**src/rtl/mod_updown_counter.sv**
```systemverilog
// ============================================================================
// Module   : mod_updown_counter
// Brief    : Synchronous modulo-N up/down counter with load, clear, wrap or
//            saturate boundary mode, cascade terminal count and sticky ovf.
// Revision : 1.0 - initial release
// ============================================================================
`default_nettype none

module mod_updown_counter #(
    parameter int unsigned     WIDTH    = 4,
    parameter longint unsigned MODULUS  = 16,
    parameter bit              SATURATE = 1'b0
) (
    input  logic             clk,
    input  logic             rst,
    input  logic             clr,
    input  logic             en,
    input  logic             up,
    input  logic             load,
    input  logic [WIDTH-1:0] load_val,
    input  logic             ovf_clr,
    output logic [WIDTH-1:0] q,
    output logic             tc,
    output logic             ovf
);

    generate
        if ((WIDTH < 1) || (WIDTH > 32) || (MODULUS < 2) ||
            (MODULUS > (64'd1 << WIDTH))) begin : g_bad_params
            $error("mod_updown_counter: WIDTH/MODULUS out of legal range");
        end
    endgenerate

    // WIDTH-bit terminal value keeps MODULUS == 2**WIDTH representable.
    localparam logic [WIDTH-1:0] c_MAX = WIDTH'(MODULUS - 64'd1);
    localparam logic [WIDTH-1:0] c_ONE = WIDTH'(1);

    logic [WIDTH-1:0] r_q;
    logic             r_ovf;
    logic [WIDTH-1:0] w_q_nxt;
    logic             w_ovf_set;
    logic             w_ovf_nxt;
    logic             w_at_top;
    logic             w_at_bot;
    logic             w_load_ok;

    assign w_at_top  = (r_q == c_MAX);
    assign w_at_bot  = (r_q == '0);
    assign w_load_ok = (64'(load_val) < MODULUS);

    assign tc  = en & (up ? w_at_top : w_at_bot);
    assign q   = r_q;
    assign ovf = r_ovf;

    always_comb begin
        w_q_nxt   = r_q;
        w_ovf_set = 1'b0;
        if (clr) begin
            w_q_nxt = '0;
        end else if (load) begin
            if (w_load_ok) begin
                w_q_nxt = load_val;
            end else begin
                w_q_nxt   = c_MAX;
                w_ovf_set = 1'b1;
            end
        end else if (en) begin
            w_ovf_set = tc;
            if (up) begin
                if (!w_at_top)     w_q_nxt = r_q + c_ONE;
                else if (!SATURATE) w_q_nxt = '0;
            end else begin
                if (!w_at_bot)     w_q_nxt = r_q - c_ONE;
                else if (!SATURATE) w_q_nxt = c_MAX;
            end
        end
    end

    // A set condition on the same edge as ovf_clr takes precedence.
    assign w_ovf_nxt = w_ovf_set | (r_ovf & ~ovf_clr);

    always_ff @(posedge clk or posedge rst) begin
        if (rst) begin
            r_q   <= '0;
            r_ovf <= 1'b0;
        end else begin
            r_q   <= w_q_nxt;
            r_ovf <= w_ovf_nxt;
        end
    end

endmodule

`default_nettype wire

```
**config.mk**
```make
export PLATFORM = sky130hd
export DESIGN_NAME = mod_updown_counter
export DESIGN_NICKNAME = d
export VERILOG_FILES = /design/src/rtl/mod_updown_counter.sv
export SDC_FILE = /design/constraint.sdc
export NUM_CORES = 1
export LEC_CHECK = 0
export CORE_AREA = 2 2 39 41
export DETAILED_ROUTE_END_ITERATION = 16
export DIE_AREA = 0 0 41 43
export GPL_TIMING_DRIVEN = 0
export HOLD_SLACK_MARGIN = 0.05
export PLACE_DENSITY = 0.71
export SLEW_MARGIN = 30
export SYNTH_ARGS = -nofsm -noshare
export SYNTH_HDL_FRONTEND = slang
export SYNTH_SLANG_ARGS = --single-unit
```
**constraint.sdc**
```tcl
create_clock -name clk -period 1.81 [get_ports clk]
set_input_delay 0.2715 -clock clk [delete_from_list [all_inputs] [get_ports clk]]
set_output_delay 0.2715 -clock clk [all_outputs]
set_load 0.01 [all_outputs]
```
# --- After elaboration in Yosys (flattened, before gate mapping) ---
# Index checks and enable logic that the tools add are counted.
totals:
  output_inout_bits: 6
  wordCells: 21
  regBits: 5
classes:
  n_eq_ne: 1
  n_reduce_logical: 2
  addsub: 2
  mux: 10
  n_bitwise: 4
ops:
  columns: ["operator", "n"]
  rows:
  - ["2-to-1 mux 4 bit", 6]
  - ["adder 4 x 1 -> 4 bit (second input constant)", 1]
  - ["== test 4 bit (second input constant)", 1]
  - ["logical NOT 4 bit", 1]
  - ["2-to-1 mux 1 bit", 4]
  - ["subtractor 4 x 1 -> 4 bit (second input constant)", 1]
  - ["nonzero test 3 bit", 1]
  - ["AND 1 bit", 2]
  - ["inverter 1 bit", 1]
  - ["OR 1 bit", 1]

# --- Logic depth before layout (Yosys ltp) ---
# Gate-level depths: netlist of run 1.
depth:
  depth_word: 7
  mapped_depth: 6

# --- Worst setup path before layout of run 1 ---
# Ideal clock, no wire load.
synth_timing:
  path_kind: "reg2out"
  start: "register r_q[0], in the netlist q[0]"
  end: "output port tc"
  path_stages_with_launch: 6
  t_arrival_ps: 1329
  slack_ps: 210
  required_time_ps: 1539
  cell_sequence: "dfrtp_1 inv_2 ha_1 nand2b_1 or3_1 a21oi_1"
synth_between:
  elab_chain_len: 3
  elab_cells_between_ends: 4
  cone_classes: "eq/ne (1); mux (1); bitwise (1); reduce/logical (1)"
synth_lines:
  columns: ["item", "line", "rtl"]
  rows:
  - ["start: declaration", "38", "logic [WIDTH-1:0] r_q;"]
  - ["start signal: assignment", "87", "r_q <= w_q_nxt;"]
  - ["== test 4 bit or logical NOT 4 bit (tied branches)", "47, 48", null]
  - ["2-to-1 mux 1 bit (*)", "51", "assign tc = en & (up ? w_at_top : w_at_bot);"]
  - ["AND 1 bit (*)", "51", null]
  - ["end: declaration", "23", "output logic tc,"]
# Mark *: on every way between the ends. The rest lies on a longest branch, timed or not.

# --- Worst setup path in the final report of run 1 ---
layout_timing:
  start: "register r_q[1], in the netlist q[1]"
  end: "output port tc"
# The elaborated chain is that of the path after synthesis.

==> metrics.txt, run 1 <==
final instance area 658.1 sq um; io pins 17; Slew Viols, Final 0; worst skew pair latency 0.24 ns; EDFF count, synth 0; Final Skew approximately 0.0057 ns; GRT overflow 0; PwrDens 601.1 nW/um^2; Post-DRT Antenna Nets 0; P&R area growth vs syn 66.46%; Post-Syn Area per Cell 7.908 sq um; Die W 41 microns; synthesized instance count 50; via density per instance a little under 5; peak supply drop about 370 uV; Post-Syn Area 395.4 sq um; Seq/Total Area, Yosys between 30% and 40%; WP data required 1.54 ns; Routability Congestion between 0.6 and 0.7; flops & latches, synth 5; Max clock buf depth 2; Diodes inserted 0; Worst EP arrival 1.63 ns; Die ar. 1763 sq um; Top FF cell, synth dfrtp_1; Fill cells between 100 and 150; WL/cell 11.66 microns; number of port buffers 15; Final Hold Vio Count 0; Ys Warns 0; Starting Density between 20 and 30%; Final setup viols 1; Post-Route WL ~1.1 mm; crit end category primary output; vias in the first global route around 400; synthesized net count 63; first-pass GRT wire length 1.607 mm; Detailed Routing Iterations Pass 1 4; fin nets 89; CTS tree built; Slew @ Worst Pin 0.3731 ns; Hold Buf Count CTS 0; Max Cap Viol 0; Area after DPL roughly 570 sq um; fin crit period approximately 1.9 ns; core area 1384 sq um; crit path max fanout 3; Hold Crit Class in -> async; initial antenna violation count 0; top cell type's share of synthesized area 31.65%; cell accounting for the most synthesized area dfrtp_1; row count 14; share of flip-flops with an asynchronous set or reset 100.0%; Iter 0 DRT Violations 8; CTS buffer count 3; largest net degree at the start of global routing 11; clk slew on worst S/H paths 0.05 ns; status complete, but fails checks; worst rel slew slack 75.13%; drt drc 0; clock sink total 5; Total GRT Usage 13.14%; Die Y-Extent 43 microns; unrepaired setup endpoints after global routing true; critical path type reg -> out; H-Tree Depth 1; leakage power 0.2940 nW; via count approximately 440; Netlist cell types 27; Area contributors post-synth dfrtp_1 32%, a21oi_1 7.6%, ha_1 6.3%; hpwl dp 703.1 microns; Util after Layout between 40% and 50%; share of layout cells above drive strength 1 24.00%; CP startpoint kind flip-flop; failing checks negative setup slack; period utilization 104.9%; CTS Root Cell clkbuf_4; Max Clk Rate 526.8 MHz; Setup WS post-layout -0.08817 ns
==> flip-flops by register name (all words and copies together), names as in the netlist <==
signal / flops
q: 4
ovf: 1
==> logic make-up after synthesis <==
logic type | share of synthesized area (%)
AND/OR/NAND/NOR | 18.36
adder cells (fa/ha/maj) | 6.328
buffers and inverters | 8.857
AO/OA/AOI/OAI | 27.85
XOR/XNOR | 4.431
multiplexers | 2.532
flip-flops | 31.65
==> path summary, 6_finish.rpt <==
path,from,depth (start not counted),slack [ns],endpoint
min in group clk,load,2,0.48,q[2]
worst max-delay path,q[1],6,-0.09,tc
worst max register to register,q[0],8,0.17,ovf
worst min register to register,ovf,1,0.51,ovf
worst min-delay path,rst,2,0.22,q[2]
max in group asynchronous,rst,2,1.40,q[0]
==> area by class of cell <==
class,instances,area (sq um),area share (%)
clock inverter,1,5.005,0.7605
sequential,5,127.6,19.39
clock buffer,3,22.52,3.422
inverter,8,31.28,4.753
buffer,1,3.754,0.5703
multi-input combinational,36,259.0,39.35
tap,16,20.02,3.042
timing repair buffer,21,188.9,28.71
==> cell usage in the layout, fill, tap and decap left out, types with 2 or more instances in the layout <==
master | netlist | routed
dfrtp_1 | 5 | 3
o21ai_0 | 3 | 3
inv_1 | 6 | 6
dfrtp_2 | 0 | 2
clkdlybuf4s50_1 | 0 | 13
clkbuf_4 | 0 | 3
buf_4 | 0 | 6
nor2_1 | 2 | 2
nor2b_1 | 2 | 2
nor3_1 | 2 | 2
nand2_1 | 3 | 3
clkinv_2 | 1 | 2
xnor2_1 | 2 | 2
a21oi_1 | 6 | 5
==> power breakdown <==
part           internal, mW  leakage (nW)  total (mW)  switching [mW]
logic                0.0783         0.214       0.139          0.0604
registers             0.121        0.0628       0.130         0.00921
clock network        0.0800        0.0177       0.127          0.0470
total                 0.279         0.294       0.396           0.117
==> layer usage <==
metal	GRT usage [%]	routed length [microns]
met4	8.000	0
met3	1.571	13
met5	0	0
met2	20.00	574
met1	16.78	473
==> timing repair <==
action                     in CTS  in global routing
gates cloned                    0                  0
setup endpoints to repair       1                  1
gates resized for setup         8                  3
pin swaps                       1                  3
setup buffers                   3                  3
==> critical path, cell delays in order (launching register included) <==
cell and delay [ns]:
dfrtp_2 0.41, clkinv_2 0.07, ha_4 0.14, nand2b_4 0.06, or3_1 0.36, a21oi_2 0.18
buf_2 0.17
==> synthesized netlist by cell type (all sizes together) (2+ instances only) <==
| cell type | n |
|---|---|
| inv | 7 |
| a21oi | 6 |
| dfrtp | 5 |
| o21ai | 4 |
| ha | 2 |
| nand2 | 3 |
| nor3 | 2 |
| xnor2 | 2 |
| nor2 | 2 |
| nor2b | 2 |
==> metrics by stage <==
step                hold WS (ns)  total power, mW  cells  setup WS (ns)  setup TNS [ns]
CTS                       0.2146           0.3836     88       -0.04775        -0.04775
floorplan                0.05002           0.1907     50         0.2097               0
finish                    0.2224           0.3956     91       -0.08817        -0.08817
global route              0.2476           0.4242     91        -0.1287         -0.1287
detailed placement        0.4808           0.2433     81        -0.5550         -0.5550
global placement          0.4813           0.2423     81        -0.5484         -0.5484
(Power assumes the default switching activity.)
==> run 2, diff against run 1 <==
--- a/config.mk
+++ b/config.mk
@@ -8,9 +8,9 @@
 export CORE_AREA = 2 2 39 41
 export DETAILED_ROUTE_END_ITERATION = 16
 export DIE_AREA = 0 0 41 43
-export GPL_TIMING_DRIVEN = 0
 export HOLD_SLACK_MARGIN = 0.05
 export PLACE_DENSITY = 0.71
+export RECOVER_POWER = 50
 export SLEW_MARGIN = 30
 export SYNTH_ARGS = -nofsm -noshare
 export SYNTH_HDL_FRONTEND = slang
==> run 2 against run 1 <==
Effect of this change:
- the flow still finishes with violations (negative setup slack)
- hold slack improved by 0.14 ns
- combinational power increased by 14%
- clock power about the same
- via count increased by 2.3%
- global-route usage increased by 2.6 points
- first-iteration DRC count decreased by 38%
- critical path depth unchanged
- sequential share of layout area decreased by 1.6 points
- fmax increased by 4.7%
- sequential power decreased by 3%
- largest power group unchanged
==> metrics.txt, run 2 (synthesis results as in run 1) <==
first-pass GRT wire length 1.890 mm; Final setup viols 1; Hold Buf Count CTS 0; drt drc 0; initial antenna violation count 0; critical register-to-register path endpoint ovf; Routability Congestion 0.7126; worst skew pair latency between 0.2 and 0.25 ns; CTS buffer count 3; Net Switching 0.1154 mW; vias in the first global route 487; fin nets 92; H-Tree Depth 1; GRT overflow 0; most common cell after layout, fill and taps aside clkdlybuf4s50_1; share of layout cells above drive strength 1 24.36%; reg-to-reg critical path startpoint q[0]; final instance area 703.2 sq um; Post-Route WL 1.133 mm; peak supply drop 285.4 uV; failing checks negative setup slack; Final Skew ~0.00015 ns; Worst EP arrival roughly 1.5 ns; clock sink total 5; switch share 28.29%; Gate power share 38.6%; unrepaired setup endpoints after global routing true; WL/cell 12.05 microns; row count 14; Internal 0.2926 mW; Final Hold Vio Count 0; Worst Setup EP tc; crit path max fanout 3; Max clock buf depth 2; CTS tree built; setup TNS -0.003256 ns; core area 1384 sq um; io pins 17; max reg flops 4; Fill cells 134; Worst R2R Path Depth 7; Reg2Reg Setup Slack around 0.25 ns; clk slew on worst S/H paths 0.04 ns; worst rel slew slack 78.73%; hpwl dp 824.3 microns; PwrDens 580.2 nW/um^2; largest net degree at the start of global routing 11; CP startpoint kind flip-flop; sequential power share 30.8%; Hold Crit Class in -> async; Total GRT Usage 15.79%; Slew @ Worst Pin roughly 0.32 ns; Area after DPL 631.9 sq um; Die Y-Extent 43 microns; status complete, but fails checks; WP data required around 1.5 ns; Max Cap Viol 0; Diodes inserted 0; via count 448; number of port buffers 16; Iter 0 DRT Violations 5; Max Clk Rate 551.5 MHz; P&R area growth vs syn 77.85%; most frequent cells in the layout 14 x clkdlybuf4s50_1, 9 x buf_4, 6 x inv_1; Starting Density approximately 29%; clock share of power 30.6%; Die ar. 1763 sq um; via density per instance 4.766; period utilization 100.2%; CTS Root Cell clkbuf_4; critical path type reg -> out; leakage power 0.3136 nW; Die W 41 microns; crit end category primary output; Detailed Routing Iterations Pass 1 2; Critical path origin q[0]; fin crit period about 1.8 ns; Slew Viols, Final 0; Post-DRT Antenna Nets 0; Setup WS post-layout -0.003256 ns
run 2: cell types whose count changed in the layout (fill, tap and decap cells not counted), sizes merged:
cell	before	now
dlygate4sd3	0	1
clkdlybuf4s50	13	14
buf	7	10
clkinv	2	1
dlygate4sd2	1	0
run 2: how the worst min path moves through the flow:
stage / slack [ns] / end / start
detailed placement: 0.48 / ovf / rst
global route: 0.39 / ovf / rst
CTS: 0.22 / ovf / rst
floorplan: 0.05 / ovf / rst
finish: 0.36 / ovf / rst
global placement: 0.48 / ovf / rst
run 2: area by class of cell:
type / instances / area, sq um / share of cell area (%)
clock buffers: 4 / 26.28 / 3.737
inverters: 8 / 31.28 / 4.448
multi-input cells: 36 / 271.5 / 38.61
flip-flops and latches: 5 / 125.1 / 17.79
well taps: 16 / 20.02 / 2.847
repair buffers: 25 / 229.0 / 32.56
run 2: critical path, cell delays in order (launching register included):
cell      delay, ns
dfrtp_1        0.38
inv_2          0.08
ha_4           0.15
nand2b_4       0.05
or3_4          0.34
a21oi_4        0.18
buf_6          0.12
run 2: routing by layer:
metal	GRT usage (%)	wire, microns	up-vias
met5	0	0	-
met4	11.33	14	0
met3	1.571	27	2
met2	25.00	604	8
met1	18.48	487	209
li1	-	-	229
run 2: metrics by stage:
step	total power [mW]	worst slack, ns	hold slack, ns	utilization (%)	cells
after floorplan	0.1907	0.2097	0.05002	-	50
after global placement	0.2633	-0.4022	0.4796	45.66	89
after detailed placement	0.2650	-0.3903	0.4784	45.66	89
after CTS	0.4088	-0.01975	0.2194	49.46	94
after global routing	0.4317	-0.05165	0.3893	50.81	94
final	0.4080	-0.003256	0.3613	50.81	94
run 2: power groups by stage:
stage | registers [mW] | logic [mW] | clock network, mW
global placement | 0.127 | 0.137 | 0
finish | 0.126 | 0.158 | 0.125
global route | 0.126 | 0.170 | 0.135
floorplan | 0.137 | 0.0536 | 0
detailed placement | 0.127 | 0.138 | 0
CTS | 0.125 | 0.151 | 0.133
run 2: timing repair:
item / in CTS / in global routing
endpoints found under the setup margin: 1 / 1
resized for setup: 8 / 3
pin swaps: 3 / 3
buffers inserted: 1 / 0
==> run 3, diff against run 2 <==
--- a/config.mk
+++ b/config.mk
@@ -6,6 +6,7 @@
 export NUM_CORES = 1
 export LEC_CHECK = 0
 export CORE_AREA = 2 2 39 41
+export CTS_CLUSTER_SIZE = 8
 export DETAILED_ROUTE_END_ITERATION = 16
 export DIE_AREA = 0 0 41 43
 export HOLD_SLACK_MARGIN = 0.05
==> results of run 3 <==
No change in the layout: final DEF, timing and power equal those of run 2.
